`src/rtl/hash_core_arbiter_pkg.sv`:
```
// Shared types for the hash core arbiter: word/digest payloads, FSM encoding, field widths.
package hash_core_arbiter_pkg;

  localparam int unsigned DATA_W     = 64;
  localparam int unsigned DIGEST_W   = 256;
  localparam int unsigned BYTE_NUM_W = 3;

  typedef logic [DATA_W-1:0]   packet_input;
  typedef logic [DIGEST_W-1:0] packet_output;

  typedef enum logic [2:0] {
    IDLE,
    CLR,
    STREAM,
    WAIT_DIG,
    DONE
  } arb_state_t;

endpackage

```
`src/rtl/hash_core_arbiter_if.sv`:
```
// Requester-fabric and hash-core pins of the arbiter; slave = arbiter view, master = environment view.
interface hash_core_arbiter_if #(
  parameter int unsigned N_REQ = 4
);
  import hash_core_arbiter_pkg::*;

  logic        [N_REQ-1:0]                 req_valid;
  packet_input [N_REQ-1:0]                 req_data;
  logic        [N_REQ-1:0]                 req_last;
  logic        [N_REQ-1:0][BYTE_NUM_W-1:0] req_byte_num;
  logic        [N_REQ-1:0]                 req_ready;
  logic        [N_REQ-1:0]                 grant;
  packet_output                            digest;
  logic        [N_REQ-1:0]                 digest_valid;
  logic                                    err;

  logic                                    core_reset;
  packet_input                             core_in;
  logic                                    core_in_ready;
  logic                                    core_is_last;
  logic        [BYTE_NUM_W-1:0]            core_byte_num;
  logic                                    core_buffer_full;
  packet_output                            core_out;
  logic                                    core_out_ready;

  modport slave (
    input  req_valid, req_data, req_last, req_byte_num,
    input  core_buffer_full, core_out, core_out_ready,
    output req_ready, grant, digest, digest_valid, err,
    output core_reset, core_in, core_in_ready, core_is_last, core_byte_num
  );

  modport master (
    output req_valid, req_data, req_last, req_byte_num,
    output core_buffer_full, core_out, core_out_ready,
    input  req_ready, grant, digest, digest_valid, err,
    input  core_reset, core_in, core_in_ready, core_is_last, core_byte_num
  );

endinterface

```
`src/rtl/hash_core_arbiter_rr_pick.sv`:
```
// Round-robin picker: first set request at or above ptr, wrapping at N.
module hash_core_arbiter_rr_pick #(
  parameter  int unsigned N     = 4,
  localparam int unsigned IDX_W = (N > 1) ? $clog2(N) : 1
) (
  input  logic [N-1:0]     req,
  input  logic [IDX_W-1:0] ptr,
  output logic [N-1:0]     winner_c,
  output logic [IDX_W-1:0] idx_c,
  output logic             any_c
);

  always_comb begin
    int unsigned k;
    winner_c = '0;
    idx_c    = '0;
    any_c    = 1'b0;
    k        = 0;
    for (int unsigned i = 0; i < N; i++) begin
      // ptr < N and i < N, so a single subtraction performs the wrap
      k = 32'(ptr) + i;
      if (k >= N) k = k - N;
      if (!any_c && req[IDX_W'(k)]) begin
        any_c                = 1'b1;
        winner_c[IDX_W'(k)]  = 1'b1;
        idx_c                = IDX_W'(k);
      end
    end
  end

endmodule

```
`src/rtl/hash_core_arbiter.sv`:
```
// Shares one hash core between N_REQ requesters: whole-message round-robin grant,
// per-message core reset, word passthrough under back-pressure, digest return with watchdog.
module hash_core_arbiter
  import hash_core_arbiter_pkg::*;
#(
  parameter int unsigned N_REQ    = 4,
  parameter int unsigned WAIT_MAX = 1024
) (
  input  logic               clk,
  input  logic               reset,
  hash_core_arbiter_if.slave bus
);

  localparam int unsigned IDX_W  = (N_REQ > 1) ? $clog2(N_REQ) : 1;
  localparam int unsigned WDOG_W = (WAIT_MAX > 1) ? $clog2(WAIT_MAX) : 1;

  arb_state_t         state_q, state_d;
  logic [IDX_W-1:0]   rr_ptr_q;
  logic [IDX_W-1:0]   owner_q;
  logic [N_REQ-1:0]   grant_q;
  packet_output       digest_q;
  logic [N_REQ-1:0]   digest_valid_q;
  logic               err_q;
  logic               core_reset_q;
  logic [WDOG_W-1:0]  wdog_q;

  logic [N_REQ-1:0]   pick_winner_c;
  logic [IDX_W-1:0]   pick_idx_c;
  logic               pick_any_c;
  logic               xfer_c;
  logic               wdog_hit_c;

  hash_core_arbiter_rr_pick #(.N(N_REQ)) u_rr_pick (
    .req      (bus.req_valid),
    .ptr      (rr_ptr_q),
    .winner_c (pick_winner_c),
    .idx_c    (pick_idx_c),
    .any_c    (pick_any_c)
  );

  assign wdog_hit_c = (wdog_q == WDOG_W'(WAIT_MAX - 1));

  always_ff @(posedge clk or negedge reset) begin
    if (!reset) state_q <= IDLE;
    else        state_q <= state_d;
  end

  always_comb begin
    state_d = state_q;
    unique case (state_q)
      IDLE:     if (pick_any_c) state_d = CLR;
      CLR:      state_d = STREAM;
      STREAM:   if (xfer_c && bus.req_last[owner_q]) state_d = WAIT_DIG;
      WAIT_DIG: begin
        if (bus.core_out_ready) state_d = DONE;
        else if (wdog_hit_c)    state_d = IDLE;
      end
      DONE:     state_d = IDLE;
      default:  state_d = IDLE;
    endcase
  end

  // Owner's word path is combinational so a word moves in the cycle it is offered
  always_comb begin
    bus.req_ready     = '0;
    bus.core_in       = '0;
    bus.core_in_ready = 1'b0;
    bus.core_is_last  = 1'b0;
    bus.core_byte_num = '0;
    xfer_c            = 1'b0;
    if (state_q == STREAM) begin
      bus.req_ready[owner_q] = !bus.core_buffer_full;
      xfer_c                 = bus.req_valid[owner_q] && !bus.core_buffer_full;
      bus.core_in_ready      = xfer_c;
      bus.core_in            = bus.req_data[owner_q];
      bus.core_is_last       = bus.req_last[owner_q] && xfer_c;
      bus.core_byte_num      = bus.req_byte_num[owner_q];
    end
  end

  always_ff @(posedge clk or negedge reset) begin
    if (!reset) begin
      rr_ptr_q       <= '0;
      owner_q        <= '0;
      grant_q        <= '0;
      digest_q       <= '0;
      digest_valid_q <= '0;
      err_q          <= 1'b0;
      core_reset_q   <= 1'b1;
      wdog_q         <= '0;
    end else begin
      digest_valid_q <= '0;
      err_q          <= 1'b0;
      core_reset_q   <= (state_d == CLR);
      unique case (state_q)
        IDLE: begin
          if (pick_any_c) begin
            grant_q  <= pick_winner_c;
            owner_q  <= pick_idx_c;
            rr_ptr_q <= (pick_idx_c == IDX_W'(N_REQ - 1)) ? '0 : pick_idx_c + IDX_W'(1);
          end
        end
        STREAM: if (state_d == WAIT_DIG) wdog_q <= '0;
        WAIT_DIG: begin
          if (bus.core_out_ready) begin
            digest_q <= bus.core_out;
          end else if (wdog_hit_c) begin
            err_q   <= 1'b1;
            grant_q <= '0;
          end else begin
            wdog_q <= wdog_q + WDOG_W'(1);
          end
        end
        DONE: begin
          digest_valid_q <= grant_q;
          grant_q        <= '0;
        end
        default: ;
      endcase
    end
  end

  assign bus.grant        = grant_q;
  assign bus.digest       = digest_q;
  assign bus.digest_valid = digest_valid_q;
  assign bus.err          = err_q;
  assign bus.core_reset   = core_reset_q;

endmodule
```
`src/flat_wrapper.sv`:
```
// flat-port wrapper written by rule: the top's interface ports become plain ports
module hash_core_arbiter_flat import hash_core_arbiter_pkg::*;
#(
  parameter int unsigned N_REQ    = 4,
  parameter int unsigned WAIT_MAX = 1024
)
  (clk, reset, bus_req_valid, bus_req_data, bus_req_last, bus_req_byte_num, bus_core_buffer_full, bus_core_out, bus_core_out_ready, bus_req_ready, bus_grant, bus_digest, bus_digest_valid, bus_err, bus_core_reset, bus_core_in, bus_core_in_ready, bus_core_is_last, bus_core_byte_num);
  hash_core_arbiter_if #(.N_REQ(N_REQ)) bus_i ();
  input  logic clk;
  input  logic reset;
  input wire logic [$bits(bus_i.req_valid)-1:0] bus_req_valid;
  input wire logic [$bits(bus_i.req_data)-1:0] bus_req_data;
  input wire logic [$bits(bus_i.req_last)-1:0] bus_req_last;
  input wire logic [$bits(bus_i.req_byte_num)-1:0] bus_req_byte_num;
  input wire logic [$bits(bus_i.core_buffer_full)-1:0] bus_core_buffer_full;
  input wire logic [$bits(bus_i.core_out)-1:0] bus_core_out;
  input wire logic [$bits(bus_i.core_out_ready)-1:0] bus_core_out_ready;
  output wire logic [$bits(bus_i.req_ready)-1:0] bus_req_ready;
  output wire logic [$bits(bus_i.grant)-1:0] bus_grant;
  output wire logic [$bits(bus_i.digest)-1:0] bus_digest;
  output wire logic [$bits(bus_i.digest_valid)-1:0] bus_digest_valid;
  output wire logic [$bits(bus_i.err)-1:0] bus_err;
  output wire logic [$bits(bus_i.core_reset)-1:0] bus_core_reset;
  output wire logic [$bits(bus_i.core_in)-1:0] bus_core_in;
  output wire logic [$bits(bus_i.core_in_ready)-1:0] bus_core_in_ready;
  output wire logic [$bits(bus_i.core_is_last)-1:0] bus_core_is_last;
  output wire logic [$bits(bus_i.core_byte_num)-1:0] bus_core_byte_num;
  assign bus_i.req_valid = bus_req_valid;
  assign bus_i.req_data = bus_req_data;
  assign bus_i.req_last = bus_req_last;
  assign bus_i.req_byte_num = bus_req_byte_num;
  assign bus_i.core_buffer_full = bus_core_buffer_full;
  assign bus_i.core_out = bus_core_out;
  assign bus_i.core_out_ready = bus_core_out_ready;
  assign bus_req_ready = bus_i.req_ready;
  assign bus_grant = bus_i.grant;
  assign bus_digest = bus_i.digest;
  assign bus_digest_valid = bus_i.digest_valid;
  assign bus_err = bus_i.err;
  assign bus_core_reset = bus_i.core_reset;
  assign bus_core_in = bus_i.core_in;
  assign bus_core_in_ready = bus_i.core_in_ready;
  assign bus_core_is_last = bus_i.core_is_last;
  assign bus_core_byte_num = bus_i.core_byte_num;
  hash_core_arbiter #(.N_REQ(N_REQ), .WAIT_MAX(WAIT_MAX)) u_core (.clk(clk), .reset(reset), .bus(bus_i));
endmodule
```
`config.mk`:
```
export PLATFORM = sky130hd
export DESIGN_NAME = hash_core_arbiter_flat
export DESIGN_NICKNAME = d
export VERILOG_FILES = /design/src/rtl/hash_core_arbiter_pkg.sv /design/src/rtl/hash_core_arbiter_if.sv /design/src/rtl/hash_core_arbiter_rr_pick.sv /design/src/rtl/hash_core_arbiter.sv /design/src/flat_wrapper.sv
export SDC_FILE = /design/constraint.sdc
export NUM_CORES = 1
export LEC_CHECK = 0
export BUFFER_PORTS_ARGS = -buffer_cell sky130_fd_sc_hd__buf_2
export CAP_MARGIN = 20
export CORE_AREA = 2 2 338 340
export DETAILED_ROUTE_END_ITERATION = 10
export DIE_AREA = 0 0 340 342
export PLACE_DENSITY = 0.41
export REMOVE_ABC_BUFFERS = 1
export SLEW_MARGIN = 5
export SYNTH_ARGS = -nofsm -noshare
export SYNTH_HDL_FRONTEND = slang
export SYNTH_SLANG_ARGS = --single-unit
```
`constraint.sdc`:
```
create_clock -name clk -period 6.8 [get_ports clk]
set_input_delay 0 -clock clk [delete_from_list [all_inputs] [get_ports clk]]
set_output_delay 0 -clock clk [all_outputs]
set_load 0.01 [all_outputs]
```
==> results.toml <==
[clock_tree]
cts_sinks = 283
htree_levels = 2
cts_max_path_buffers = 3
cts.clk_slew.worst_paths_ps = 50
root_buffer = "clkbuf_16"
numCtsBuffers = 38
insertion_delay_ps = 580
cts_resized = 0
cts_tree = "built"

[logic_synthesis]
synthFlopType = "dfrtp_1"
synth_edf_count = 0
ys_seq_area_share_pct = 53.5
synth_area_leaders = "dfrtp_1 (53%), mux2_2 (21%), mux4_2 (12%)"
post_synth.cell_area_avg_um2 = 15.0
yosysTopAreaCell = "dfrtp_1"
syn-cell-area_um2 = 13200
synth_async_sr_flop_share_pct = 100
ys_warn_count = 0
synth_cells = 880
synth_top_area_share_pct = 53.3
synthDistinctLibCells = 47
synth_seq_cells = 283

[timing]
worstMarginPinSlew_ps = 1030
slew_violations = 0
layout_setup_ws_ps = 3340
hold_viol_final = 0
min_period_over_period_pct = 50.9
holdWs_ps = 40.9
max_slew_margin_pct = 31.6
fin_skew_ps = 16.8
rsz0062_at_grt = "false"
fin_crit_ps = 3460
setup_viol = 0
clock.fmax_ghz = 0.289

[route]
drc = 0
drt-total-wl_um = 67400
wl_per_cell_um = 19.0
vias = 12000
routed_via_density = 3.39
dr.pass1.iters = 4
drtAntennaViolNets = 0
drt-initial-drc-count = 262

[hold_path]
hold_path_class = "input port to asynchronous set/reset pin"

[layout]
fill_cells = 12400
nNetsFinal = 2544
stdcell_count = 3541
final_cell_mix = "buf_2 (873), dfrtp_1 (280), dlygate4sd3_1 (259)"
finalCoreUtilization_pct = 20.5
final_common_cell = "buf_2"
drive_gt1_share_pct = 63.1
areaGrowthSynthToFinish_pct = 75.1

[floorplan]
die-area_um2 = 116000
initial_core_util_pct = 11.7
die-width_um = 340
pin_count = 875
die_h_um = 342
row_count = 124
coreArea_um2 = 113000

[job]
drv_cap = 0

[worst_setup_path]
critPathLaunchType = "register"
cp_max_fo = 16
crit_required_ps = 7260
critPathCaptureType = "register"
cp.arrival_ps = 3920
crit_type = "register to register"

[power]
p_total_uw = 9770
p_leak_uw = 0.0107
ir_drop_mv = 0.194
power_density_nw_per_um2 = 421

[grt]
antenna_found_initial = 35
grt_max_degree = 101
grt_pass1_vias = 12800
overflow = 0
track_usage_pct = 11.0
grt_pass1_wl_um = 92300

[placement]
hpwl_um = 53400
io_buffers = 874
dp_slack_ps = 3350
dp_cells = 3213
gp_congestion = 0.771

[outcome]
status = "finished clean"
cell usage after synthesis, types with 2 or more instances:
cell and count:
nor3_1 2, buf_6 4, o31ai_1 2, and4_1 2, a211oi_1 2, and3_1 8
and2_1 2, nor2_1 14, nand3b_1 2, nor3_2 2, inv_1 8, a22o_1 4
o21ai_0 4, clkbuf_1 19, nor2_2 2, mux2i_1 5, mux2_1 8, a221o_1 4
buf_2 39, xnor2_1 2, mux2_2 249, o21ai_1 13, dfrtp_1 282, mux4_2 71
ha_1 8, nand2_1 14, nand3_1 4, nor2b_1 70, a21oi_1 15, nand4_1 2
cells by family (layout without fill, tap and decap cells):
group	count (synthesis)	after routing	synth area share, %
AO/OA/AOI/OAI	52	52	2.73
buffers and inverters	71	1215	2.64
flip-flops	283	283	53.5
adder cells (fa/ha/maj)	8	8	0.756
XOR/XNOR	2	2	0.132
multiplexers	334	334	34.5
other	0	5	0
AND/OR/NAND/NOR	130	130	5.76
routing by layer:
layer	global-route usage (%)	part of all wire, %	vias up
met2	19.7	50	579
met3	4.70	10	138
li1	-	-	5475
met5	0	0.38	-
met1	11.3	35	5789
met4	4.04	3.4	40
worst max-delay path, stage by stage, from the launching register on:
cell and delay [ps]:
dfrtp_1 750, inv_1 220, ha_1 480, mux4_2 530
nor3_2 110, a2111oi_4 790, o21ai_2 190, a22o_1 270
path summary, 6_finish.rpt:
| kind | to | slack [ps] | cells after the start |
|---|---|---|---|
| min | u_core.bus.digest[165] | 40 | 2 |
| max | u_core.bus.grant[3] | 3340 | 7 |
| max in group asynchronous | u_core.bus.digest[241] | 5520 | 3 |
| min reg2reg | u_core.bus.digest[140] | 480 | 1 |
| min in group clk | u_core.state_q[0] | 90 | 4 |
| max reg2reg | u_core.bus.grant[3] | 3340 | 7 |
timing repair:
item / CTS / global route
hold buffers: 259 / 0
endpoints found under the hold margin: 357 / 0
buffers inserted: 0 / 0
cell type report:
cell class	instances	area, um^2	share of cell area (%)
Clock inverter	15	175	0.756
Tap cell	1512	1890	8.16
Antenna cell	5	12.5	0.0540
Multi-Input combinational cell	526	5820	25.1
Clock buffer	49	1060	4.59
Inverter	8	30.0	0.130
Sequential cell	283	7090	30.6
Timing Repair Buffer	1143	7100	30.6
stage by stage:
stage / area (um^2) / TNS, ps
6_report: 23200 / 0
3_5_place_dp: 19300 / 0
4_1_cts: 23200 / 0
5_1_grt: 23200 / 0
2_1_floorplan: 12900 / -382940
3_3_place_gp: 19300 / 0
state kept, by name (all words and copies together), names as in the netlist, named ones only:
signal,cells
u_core.bus.digest,256
u_core.owner_q,2
u_core.bus.core_reset,1
u_core.bus.err,1
u_core.wdog_q,10
u_core.rr_ptr_q,1
u_core.bus.digest_valid,4
u_core.bus.grant,4
u_core.state_q,3
power by group:
part	internal, uW	switching (uW)	leakage (uW)
combinational	2280	2400	0.00670
sequential	2510	522	0.00340
clock	1220	837	0.000615
total	6010	3750	0.0107
No activity file was read; power rests on OpenSTA's default activity.
